==> src/rtl/ddr3_wr_arbiter.sv <==
// Write-port arbiter in front of the DDR3 controller: priority plus
// round-robin selection, command forwarding and per-channel data muxing.
module ddr3_wr_arbiter #(
   parameter int CHN_NUM    = 4,
   parameter int DATA_WIDTH = 128,
   parameter int ADDR_WIDTH = 27,
   parameter int LEN_WIDTH  = 12
) (
   input  logic                           i_ddr_clk,
   input  logic                           i_rst,
   input  logic [CHN_NUM-1:0]             i_chn_req,
   input  logic [CHN_NUM*16-1:0]          i_chn_priority,
   input  logic [CHN_NUM*ADDR_WIDTH-1:0]  i_chn_start_addr,
   input  logic [CHN_NUM*LEN_WIDTH-1:0]   i_chn_data_length,
   input  logic [CHN_NUM*DATA_WIDTH-1:0]  i_chn_wdata,
   output logic [CHN_NUM-1:0]             o_chn_ack,
   output logic [CHN_NUM-1:0]             o_chn_wdata_rdy,
   output logic [CHN_NUM-1:0]             o_chn_wr_done,
   output logic                           o_mc_wr_req,
   output logic [ADDR_WIDTH-1:0]          o_mc_addr,
   output logic [LEN_WIDTH-1:0]           o_mc_len,
   input  logic                           i_mc_cmd_ack,
   input  logic                           i_mc_wdata_rdy,
   output logic [DATA_WIDTH-1:0]          o_mc_wdata,
   input  logic                           i_mc_wr_done,
   output logic [2:0]                     o_grant_chn,
   output logic                           o_busy,
   output logic                           o_err
);

   localparam int IW = (CHN_NUM > 1) ? $clog2(CHN_NUM) : 1;

   typedef enum logic [2:0] {
      S_IDLE,
      S_LATCH,
      S_CMD,
      S_DATA,
      S_WAIT_DONE,
      S_DONE
   } state_t;

   state_t                r_state;
   logic [IW-1:0]         r_win;
   logic [IW-1:0]         r_grant;
   logic [IW-1:0]         r_rr_ptr;
   logic [ADDR_WIDTH-1:0] r_addr;
   logic [LEN_WIDTH-1:0]  r_len;
   logic [LEN_WIDTH-1:0]  r_cnt;
   logic                  r_err;

   logic [15:0]           w_prio  [CHN_NUM];
   logic [ADDR_WIDTH-1:0] w_addr  [CHN_NUM];
   logic [LEN_WIDTH-1:0]  w_len   [CHN_NUM];
   logic [DATA_WIDTH-1:0] w_wdata [CHN_NUM];

   genvar gi;
   generate
      for (gi = 0; gi < CHN_NUM; gi++) begin : g_unpack
         assign w_prio[gi]  = i_chn_priority[gi*16 +: 16];
         assign w_addr[gi]  = i_chn_start_addr[gi*ADDR_WIDTH +: ADDR_WIDTH];
         assign w_len[gi]   = i_chn_data_length[gi*LEN_WIDTH +: LEN_WIDTH];
         assign w_wdata[gi] = i_chn_wdata[gi*DATA_WIDTH +: DATA_WIDTH];
      end
   endgenerate

   // Scan in round-robin order; strict '>' lets the first tied channel win
   logic [IW-1:0] w_win;
   logic [IW-1:0] w_idx;
   logic [15:0]   w_best;
   logic          w_found;

   always_comb begin
      w_win   = '0;
      w_idx   = '0;
      w_best  = '0;
      w_found = 1'b0;
      for (int k = 0; k < CHN_NUM; k++) begin
         w_idx = IW'((int'(r_rr_ptr) + 1 + k) % CHN_NUM);
         if (i_chn_req[w_idx] && (!w_found || w_prio[w_idx] > w_best)) begin
            w_found = 1'b1;
            w_best  = w_prio[w_idx];
            w_win   = w_idx;
         end
      end
   end

   logic [CHN_NUM-1:0] w_grant_oh;

   always_comb begin
      w_grant_oh          = '0;
      w_grant_oh[r_grant] = 1'b1;
   end

   logic w_last_beat;
   assign w_last_beat = i_mc_wdata_rdy && ((r_cnt + 1'b1) == r_len);

   always_ff @(posedge i_ddr_clk or posedge i_rst) begin
      if (i_rst) begin
         r_state  <= S_IDLE;
         r_win    <= '0;
         r_grant  <= '0;
         r_rr_ptr <= '0;
         r_addr   <= '0;
         r_len    <= '0;
         r_cnt    <= '0;
         r_err    <= 1'b0;
      end else begin
         unique case (r_state)
            S_IDLE: begin
               if (|i_chn_req) begin
                  r_win   <= w_win;
                  r_state <= S_LATCH;
               end
            end
            S_LATCH: begin
               r_grant <= r_win;
               r_addr  <= w_addr[r_win];
               r_len   <= w_len[r_win];
               r_cnt   <= '0;
               r_state <= (w_len[r_win] == '0) ? S_DONE : S_CMD;
            end
            S_CMD: begin
               if (i_mc_cmd_ack)
                  r_state <= S_DATA;
            end
            S_DATA: begin
               if (i_mc_wdata_rdy)
                  r_cnt <= r_cnt + 1'b1;
               // done together with the final beat is a clean finish
               if (w_last_beat) begin
                  r_state <= i_mc_wr_done ? S_DONE : S_WAIT_DONE;
               end else if (i_mc_wr_done) begin
                  r_err   <= 1'b1;
                  r_state <= S_DONE;
               end
            end
            S_WAIT_DONE: begin
               if (i_mc_wr_done)
                  r_state <= S_DONE;
            end
            S_DONE: begin
               r_rr_ptr <= r_grant;
               r_state  <= S_IDLE;
            end
            default: r_state <= S_IDLE;
         endcase
      end
   end

   assign o_chn_ack       = (r_state == S_CMD && i_mc_cmd_ack) ? w_grant_oh : '0;
   assign o_chn_wdata_rdy = (r_state == S_DATA && i_mc_wdata_rdy) ? w_grant_oh : '0;
   assign o_chn_wr_done   = (r_state == S_DONE) ? w_grant_oh : '0;
   assign o_mc_wr_req     = (r_state == S_CMD);
   assign o_mc_addr       = r_addr;
   assign o_mc_len        = r_len;
   assign o_mc_wdata      = w_wdata[r_grant];
   assign o_grant_chn     = 3'(r_grant);
   assign o_busy          = (r_state != S_IDLE);
   assign o_err           = r_err;

endmodule

==> config.mk <==
export PLATFORM = sky130hd
export DESIGN_NAME = ddr3_wr_arbiter
export DESIGN_NICKNAME = d
export VERILOG_FILES = /design/src/rtl/ddr3_wr_arbiter.sv
export SDC_FILE = /design/constraint.sdc
export NUM_CORES = 1
export LEC_CHECK = 0
export BUFFER_PORTS_ARGS = -buffer_cell sky130_fd_sc_hd__buf_4
export CAP_MARGIN = 5
export CORE_AREA = 3 3 360 362
export CTS_CLUSTER_SIZE = 16
export DETAILED_ROUTE_END_ITERATION = 8
export DIE_AREA = 0 0 363 365
export SKIP_CTS_REPAIR_TIMING = 1
export SLEW_MARGIN = 20
export SYNTH_ARGS = -nofsm -noshare
export SYNTH_HDL_FRONTEND = slang
export SYNTH_SLANG_ARGS = --single-unit
==> constraint.sdc <==
create_clock -name i_ddr_clk -period 18.22 [get_ports i_ddr_clk]
set_input_delay 1.822 -clock i_ddr_clk [delete_from_list [all_inputs] [get_ports i_ddr_clk]]
set_output_delay 1.822 -clock i_ddr_clk [all_outputs]
set_load 0.01 [all_outputs]
==> results of run 1 <==
[power groups by stage]
stage	Clock, mW	Sequential [mW]	Combinational (mW)
2_1_floorplan	0	0.248	1.34
3_5_place_dp	0	0.321	2.47
3_3_place_gp	0	0.318	2.46
5_1_grt	0.227	0.328	2.61
6_report	0.213	0.310	2.40
4_1_cts	0.223	0.319	2.49
[state kept, by name, indices dropped and copies added, names as in the netlist]
name and count:
o_mc_addr 27, o_mc_len 12, r_cnt 12, r_state 3, r_grant 2, r_rr_ptr 2
r_win 2, o_err 1
[placed cells by master, fill, tap and decap left out, drive strengths merged, types with 3 or more instances in the layout]
| master | n |
|---|---|
| buf | 937 |
| mux4 | 198 |
| nand2 | 165 |
| nor2 | 62 |
| dfrtp | 61 |
| ha | 49 |
| a21oi | 37 |
| mux2i | 37 |
| o21ai | 26 |
| mux2 | 23 |
| diode | 22 |
| a21o | 21 |
| inv | 19 |
| o211a | 15 |
| nand4 | 13 |
| nor3 | 13 |
| nand3 | 13 |
| clkbuf | 12 |
| xnor2 | 10 |
| nor2b | 8 |
| nor4 | 8 |
| xor2 | 7 |
| o211ai | 5 |
| nand2b | 5 |
| a211oi | 4 |
| or3 | 4 |
| and3 | 3 |
| o31ai | 3 |
| bufinv | 3 |
| clkinv | 3 |
[logic make-up after synthesis]
family | count (synthesis) | synth area share [%]
xor gates and xnor gates | 19 | 1.91
other | 1 | 0.0370
adders and majority gates | 49 | 6.05
buffers and inverters | 105 | 4.30
and+or+nand+nor | 305 | 13.0
muxes | 258 | 50.2
AOI/OAI and AO/OA | 140 | 9.42
DFF | 61 | 15.1
[critical path, stage by stage]
cell and delay (ns):
sky130_fd_sc_hd__buf_4 0.15, sky130_fd_sc_hd__mux4_2 0.69, sky130_fd_sc_hd__o211a_1 0.21, sky130_fd_sc_hd__inv_1 0.06, sky130_fd_sc_hd__ha_1 0.25, sky130_fd_sc_hd__nand4_1 0.21, sky130_fd_sc_hd__nor3_1 0.09, sky130_fd_sc_hd__or3_1 0.42
sky130_fd_sc_hd__o31a_1 0.31, sky130_fd_sc_hd__nand2b_1 0.75, sky130_fd_sc_hd__mux2i_1 0.26, sky130_fd_sc_hd__ha_1 0.38, sky130_fd_sc_hd__nand4_1 0.21, sky130_fd_sc_hd__nor4_1 0.71, sky130_fd_sc_hd__a2bb2oi_1 0.25, sky130_fd_sc_hd__o21a_1 0.19
sky130_fd_sc_hd__a21o_1 0.74, sky130_fd_sc_hd__nor2_1 0.12, sky130_fd_sc_hd__a21o_1 0.19, sky130_fd_sc_hd__ha_1 0.30, sky130_fd_sc_hd__a21oi_1 0.13, sky130_fd_sc_hd__o21ai_0 0.13, sky130_fd_sc_hd__a221oi_1 0.34, sky130_fd_sc_hd__nor4bb_1 0.32
sky130_fd_sc_hd__o211ai_1 0.16, sky130_fd_sc_hd__o221ai_1 0.22, sky130_fd_sc_hd__nor2_1 0.08
[how the worst max path moves through the flow]
stage / startpoint / to / slack, ns / cells past startpoint
floorplan: i_chn_req[3] / r_win[1] / 10.14 / 30
global placement: i_chn_req[2] / r_win[1] / 8.49 / 25
detailed placement: i_chn_req[2] / r_win[1] / 8.39 / 25
CTS: i_chn_req[2] / r_win[1] / 8.75 / 25
global route: r_rr_ptr[0] / r_win[0] / 7.96 / 27
finish: i_chn_req[2] / r_win[0] / 8.73 / 27
[area by class of cell]
cell class                 count  area (µm²)  area share [%]
multi-input combinational    772        8190            42.4
timing repair buffer         937        7030            36.4
tap                         1662        2080            10.8
clock inverter                 4        95.1           0.492
inverter                      21        80.1           0.414
antenna                       22        55.1           0.285
sequential                    61        1540            7.99
clock buffer                  12         246            1.28
[routing by layer]
metal	vias to the layer above	part of all wire (%)	track usage, %
met5	-	0.32	0.726
met4	38	3.6	6.02
met3	149	9.6	5.75
met2	810	53	29.3
met1	6386	34	16.0
li1	5492	-	-
[stage by stage]
stage / util, % / hold slack [ns]
floorplan: - / 0.503
global placement: 14.9 / 0.460
detailed placement: 14.9 / 0.464
CTS: 15.2 / 0.478
global route: 15.2 / 0.504
finish: 15.2 / 0.475
==> qor.csv, run 1 <==
stage,metric,value,unit
outcome,outcome,"complete, no violations",
synth,synth_edf_count,0,
timing,worst-slew-pin-transition,1.05,ns
power,irDropWorstVdd,0.0595,mV
power,p_leak,8.53,nW
synth,synth_top_flop_cell,sky130_fd_sc_hd__dfrtp_1,
synth,most_frequent_cell_after_synthesis,sky130_fd_sc_hd__mux4_2,
floorplanning,die_w,363,µm
cts,insertion_delay,0.36,ns
drt,totalWireLength,111000,µm
placement,place.detailed.instances,3453,
power,power_density,151,nW/µm²
floorplanning,placement_rows,131,
synth,post_synth_inst_count,938,
min_path,holdCritPathClass,register to register,
drt,detail_route.drc_violations,0,
timing,max_freq,105,MHz
worst_setup_path,worstPathMaxFanout,31,
floorplanning,i_o_pins,926,
min_path,hold_path_end,o_mc_addr[10],
synth,ys_types,64,
global_route,first_global_vias,12986,
min_path,whs_path_depth,2,
cts,tritoncts,built,
timing,fin_worst_skew,0.0106,ns
synth,syn-num-nets,1728,
cts,h-tree-depth,3,
cts,maximum_buffer_depth_of_the_clock_tree,2,
drt,postRouteAntennaNets,0,
synth,synth_area_per_cell,10.8,µm²
timing,grt_setup_unrepaired,false,
cts,clkSlewWorstSetupHoldPaths,0.05,ns
finish,nFillCells,14360,
timing,final_sum_of_negative_setup_slack,0,ns
worst_setup_path,worst_r2r_startpoint,r_rr_ptr[0],
worst_setup_path,r2r.worst_path.cells,27,
worst_setup_path,worst-endpoint-required,18.45,ns
worst_setup_path,setup.worst_path.class,input port to register,
placement,place_area,18900,µm²
timing,final.period_utilization,52.1,%
global_route,grt_overflow,0,
floorplanning,start_util,7.98,%
finish,post_layout_nonfiller_instances,3491,
floorplanning,dieArea,132000,µm²
power,netSwitchingPower,1.53,mW
power,power_report.internal_total,1.39,mW
drt,drtPass1Iterations,5,
worst_setup_path,worst_r2r_endpoint,r_win[0],
synth,async_set_or_reset_flop_fraction_in_the_synthesized_netlist,100,%
placement,gp_congestion,0.955,
placement,port_buffers,924,
synth,netlist_area,10100,µm²
worst_setup_path,critPathLaunchType,input port,
placement,worst_slack_at_placement,8.39,ns
timing,final-hold-violation-count,0,
power,switching_part_of_the_total,52.5,%
timing,worst_setup_margin,8.73,ns
global_route,antenna_violations_before_repair,59,
cts,clkSinkCount,61,
cts,cts-root-buf,sky130_fd_sc_hd__clkbuf_16,
floorplanning,die_h,365,µm
synth,synth_sequential_area_ratio,15.1,%
finish,drive_gt1_share,65.6,%
worst_setup_path,cp.arrival,9.73,ns
placement,dp_hpwl,101000,µm
drt,vias,12875,
cts,cts_buffers,9,
min_path,min_from,o_mc_addr[10],
timing,period_minus_slack,9.49,ns
synth,post-synth-top-area-fraction,44.0,%
power,combPwrFrac,82.1,%
power,power.clock.fraction,7.3,%
synth,synth.area.top_cells,"sky130_fd_sc_hd__mux4_2 44%, sky130_fd_sc_hd__dfrtp_1 15%, sky130_fd_sc_hd__nand2_1 6.1%, sky130_fd_sc_hd__ha_1 6.0%, sky130_fd_sc_hd__mux2i_1 3.7%",
drt,drtIter0Drc,853,
global_route,grt_start_max_net_pins,75,
synth,netlist_top_cells_count,"198 x sky130_fd_sc_hd__mux4_2, 165 x sky130_fd_sc_hd__nand2_1, 62 x sky130_fd_sc_hd__nor2_1, 61 x sky130_fd_sc_hd__dfrtp_1, 49 x sky130_fd_sc_hd__ha_1",
drt,via_per_inst,3.69,
synth,yosys_warnings,0,
finish,areaGrowthSynthToFinish,90.6,%
power,power.sequential.fraction,10.6,%
finish,fin_area,19300,µm²
drt,per_cell_routed_wire_length,31.8,µm
finish,final_net_count,2592,
timing,max_slew_margin,30.3,%
power,power,2.93,mW
global_route,grt_pass1_wl,135000,µm
synth,synth-seq-cells,61,
worst_setup_path,endpoint_kind,register,
flow_run,maxCapViolations,0,
timing,setup-violations-final,0,
floorplanning,placeableCoreArea,127000,µm²
global_route,globalRouteTotalUtil,15.8,%
worst_setup_path,timing.reg2reg.setup_slack,8.88,ns
timing,report.final.slew_viol_count,0,
synth,synth.largest_area_cell,sky130_fd_sc_hd__mux4_2,
(Power assumes the default switching activity.)
==> run 2, diff against run 1 <==
CORE_AREA = 3 3 361 363   (was 3 3 360 362)
DIE_AREA = 0 0 364 366   (was 0 0 363 365)
clock period = 8.7 ns   (was 18.22 ns; I/O delays follow)
==> run 2 against run 1 <==
Against the previous run: first-iteration DRC count grew 8.0%; critical path type is now register to register; total power is 110% higher; largest power group unchanged; worst hold slack lost 0.0061 ns; flip-flop and latch count unchanged; highest routed layer unchanged; sequential share of layout area is essentially flat; routed wire length shrank 0.44%.
==> qor.csv, run 2 (same netlist as run 1, synthesis figures left out) <==
stage,metric,value,unit,change
finish,areaGrowthSynthToFinish,90.5,%,about the same
timing,fin_worst_skew,0.0121,ns,+0.00154 ns
floorplanning,die_w,364,µm,+0.28%
finish,post-route-util,15.2,%,-0.043 points
global_route,grt_start_max_net_pins,122,,+63%
cts,clkSinkCount,61,,unchanged
finish,final_net_count,2592,,unchanged
cts,insertion_delay,0.37,ns,about the same
placement,gp_congestion,1.02,,+6.6%
drt,via_per_inst,3.68,,-0.27%
power,power_density,317,nW/µm²,+110%
worst_setup_path,setup.worst_path.class,register to register,,
placement,port_buffers,924,,unchanged
global_route,grtUsageMet2,29.2,%,-0.10 points
drt,detail_route.drc_violations,0,,unchanged
global_route,grt_use_met3,4.70,%,-1.0 points
worst_setup_path,worst_path_largest_cell_delay,0.73,ns,-0.02 ns
timing,final-hold-violation-count,0,,unchanged
cts,cts_buffers,9,,unchanged
cts,h-tree-depth,3,,unchanged
worst_setup_path,critical-path-top-delay-family,compound AO/OA/AOI/OAI gates,,
timing,grt_setup_unrepaired,false,,
min_path,holdCritPathClass,input port to async pin,,
drt,drtIter0Drc,921,,+8.0%
timing,period_minus_slack,7.85,ns,
drt,per_cell_routed_wire_length,31.7,µm,-0.29%
worst_setup_path,worstPathBufferInverterCount,3,,+1
placement,dp_hpwl,100000,µm,-0.38%
cts,cts-root-buf,sky130_fd_sc_hd__clkbuf_16,,
timing,worst-slew-pin-transition,1.03,ns,-0.0157 ns
global_route,globalRouteTotalUtil,15.8,%,about the same
worst_setup_path,timing.critical_path.mode_cell,sky130_fd_sc_hd__ha_1,,
cts,tritoncts,built,,
timing,report.final.slew_viol_count,0,,unchanged
finish,drive_gt1_share,65.6,%,about the same
drt,drtPass1Iterations,5,,unchanged
worst_setup_path,worst_r2r_endpoint,r_win[1],,
global_route,antenna_violations_before_repair,44,,-25%
worst_setup_path,worstPathMaxFanout,29,,-6.5%
cts,maximum_buffer_depth_of_the_clock_tree,2,,unchanged
worst_setup_path,critPathLaunchType,register,,
global_route,grt_pass1_wl,137000,µm,+1.2%
timing,worst_setup_margin,0.846,ns,-7.88 ns
finish,post_layout_nonfiller_instances,3486,,-0.14%
drt,vias,12822,,-0.41%
worst_setup_path,worst_r2r_startpoint,r_rr_ptr[0],,
flow_run,maxCapViolations,0,,unchanged
worst_setup_path,timing.reg2reg.setup_slack,0.85,ns,-8.03 ns
power,irDropWorstVdd,0.147,mV,+150%
worst_setup_path,r2r.worst_path.cells,27,,unchanged
worst_setup_path,worst-endpoint-required,8.95,ns,-9.50 ns
drt,postRouteAntennaNets,0,,unchanged
timing,final_sum_of_negative_setup_slack,0,ns,unchanged
floorplanning,placeableCoreArea,127000,µm²,+0.26%
outcome,outcome,"complete, no violations",,
worst_setup_path,critical_path.slowest_cell,sky130_fd_sc_hd__dfrtp_4,,
global_route,gr-usage-met1,16.1,%,+0.045 points
drt,totalWireLength,110000,µm,-0.44%
power,p_leak,8.53,nW,about the same
timing,max_slew_margin,31.4,%,+1.0 points
floorplanning,i_o_pins,926,,unchanged
finish,fin_area,19300,µm²,about the same
global_route,global_route.peak_usage_layer,met2,,
finish,final_cell_mix,"932 x sky130_fd_sc_hd__buf_4, 198 x sky130_fd_sc_hd__mux4_2, 165 x sky130_fd_sc_hd__nand2_1",,
floorplanning,dieArea,133000,µm²,+0.55%
worst_setup_path,endpoint_kind,register,,
placement,worst_slack_at_placement,0.664,ns,-7.73 ns
timing,max_freq,127,MHz,
cts,clkSlewWorstSetupHoldPaths,0.07,ns,+0.02 ns
worst_setup_path,cp.arrival,8.11,ns,-1.62 ns
finish,largest_register_ff_count,27,,unchanged
placement,place.detailed.instances,3453,,unchanged
timing,setup-violations-final,0,,unchanged
timing,final.period_utilization,90.3,%,
global_route,grt_overflow,0,,unchanged
floorplanning,die_h,366,µm,+0.27%
global_route,first_global_vias,13331,,+2.7%
timing,hold_ws,0.469,ns,-0.00612 ns
floorplanning,start_util,7.96,%,-0.021 points
placement,place_area,19000,µm²,+0.30%
finish,most_common_cell_after_layout_fill_and_taps_aside,sky130_fd_sc_hd__buf_4,,
power,power,6.12,mW,+110%
floorplanning,placement_rows,131,,unchanged
-- run 2: cell types whose count changed in the layout (fill, tap and decap cells not counted), sizes merged --
cell	previous run	this run
diode	22	17
clkinv	3	7
clkbuf	12	9
bufinv	3	1
clkinvlp	0	1
-- run 2: area by class of cell --
type                    count  area [µm²]
clock inverters             7        66.3
flip-flops and latches     61        1540
fillers                 14441      108000
clock buffers               9         225
inverters                  21        80.1
diodes                     17        42.5
repair buffers            937        7100
multi-input cells         772        8180
well taps                1662        2080
-- run 2: worst max path at each step --
stage,from,to,slack (ns),cells after the start
after floorplan,i_chn_req[3],r_win[1],1.57,30
after global placement,i_chn_req[2],r_win[1],0.89,28
after detailed placement,i_chn_req[2],r_win[1],0.66,28
after CTS,r_rr_ptr[0],r_win[1],0.86,27
after global routing,r_rr_ptr[0],r_win[1],0.34,26
final,r_rr_ptr[0],r_win[1],0.85,27
-- run 2: routing by layer --
metal  wire length, µm  vias to the layer above  share of wire (%)
met1             37800                     6397                 34
met4              5930                       18                5.4
li1                  -                     5488                  -
met5               112                        -               0.10
met2             57100                      772                 52
met3              9420                      147                8.5
-- run 2: worst register-to-register path, stage by stage, from the launching register on --
cell                        delay, ns
sky130_fd_sc_hd__dfrtp_4         0.73
sky130_fd_sc_hd__mux4_2          0.60
sky130_fd_sc_hd__o211a_1         0.25
sky130_fd_sc_hd__inv_1           0.05
sky130_fd_sc_hd__ha_1            0.30
sky130_fd_sc_hd__nand4_1         0.21
sky130_fd_sc_hd__nor4_1          0.43
sky130_fd_sc_hd__a21boi_0        0.35
sky130_fd_sc_hd__o31a_1          0.27
sky130_fd_sc_hd__nand2b_1        0.20
sky130_fd_sc_hd__buf_4           0.27
sky130_fd_sc_hd__mux2i_1         0.16
sky130_fd_sc_hd__ha_1            0.33
sky130_fd_sc_hd__nand4_1         0.17
sky130_fd_sc_hd__nor4_1          0.58
sky130_fd_sc_hd__a2bb2oi_1       0.23
sky130_fd_sc_hd__o21a_1          0.17
sky130_fd_sc_hd__a21o_1          0.35
sky130_fd_sc_hd__buf_12          0.21
sky130_fd_sc_hd__nor2_1          0.06
sky130_fd_sc_hd__a21o_1          0.15
sky130_fd_sc_hd__ha_1            0.28
sky130_fd_sc_hd__nor2b_1         0.13
sky130_fd_sc_hd__o211ai_1        0.10
sky130_fd_sc_hd__a2111o_1        0.38
sky130_fd_sc_hd__nor4bb_1        0.16
sky130_fd_sc_hd__or2_2           0.33
sky130_fd_sc_hd__a221o_1         0.29
-- run 2: where the power goes --
part	internal [mW]	switching, mW	leakage, nW
Clock	0.220	0.163	0.145
Sequential	0.407	0.222	0.759
Combinational	2.25	2.85	7.63
Total	2.88	3.23	8.53
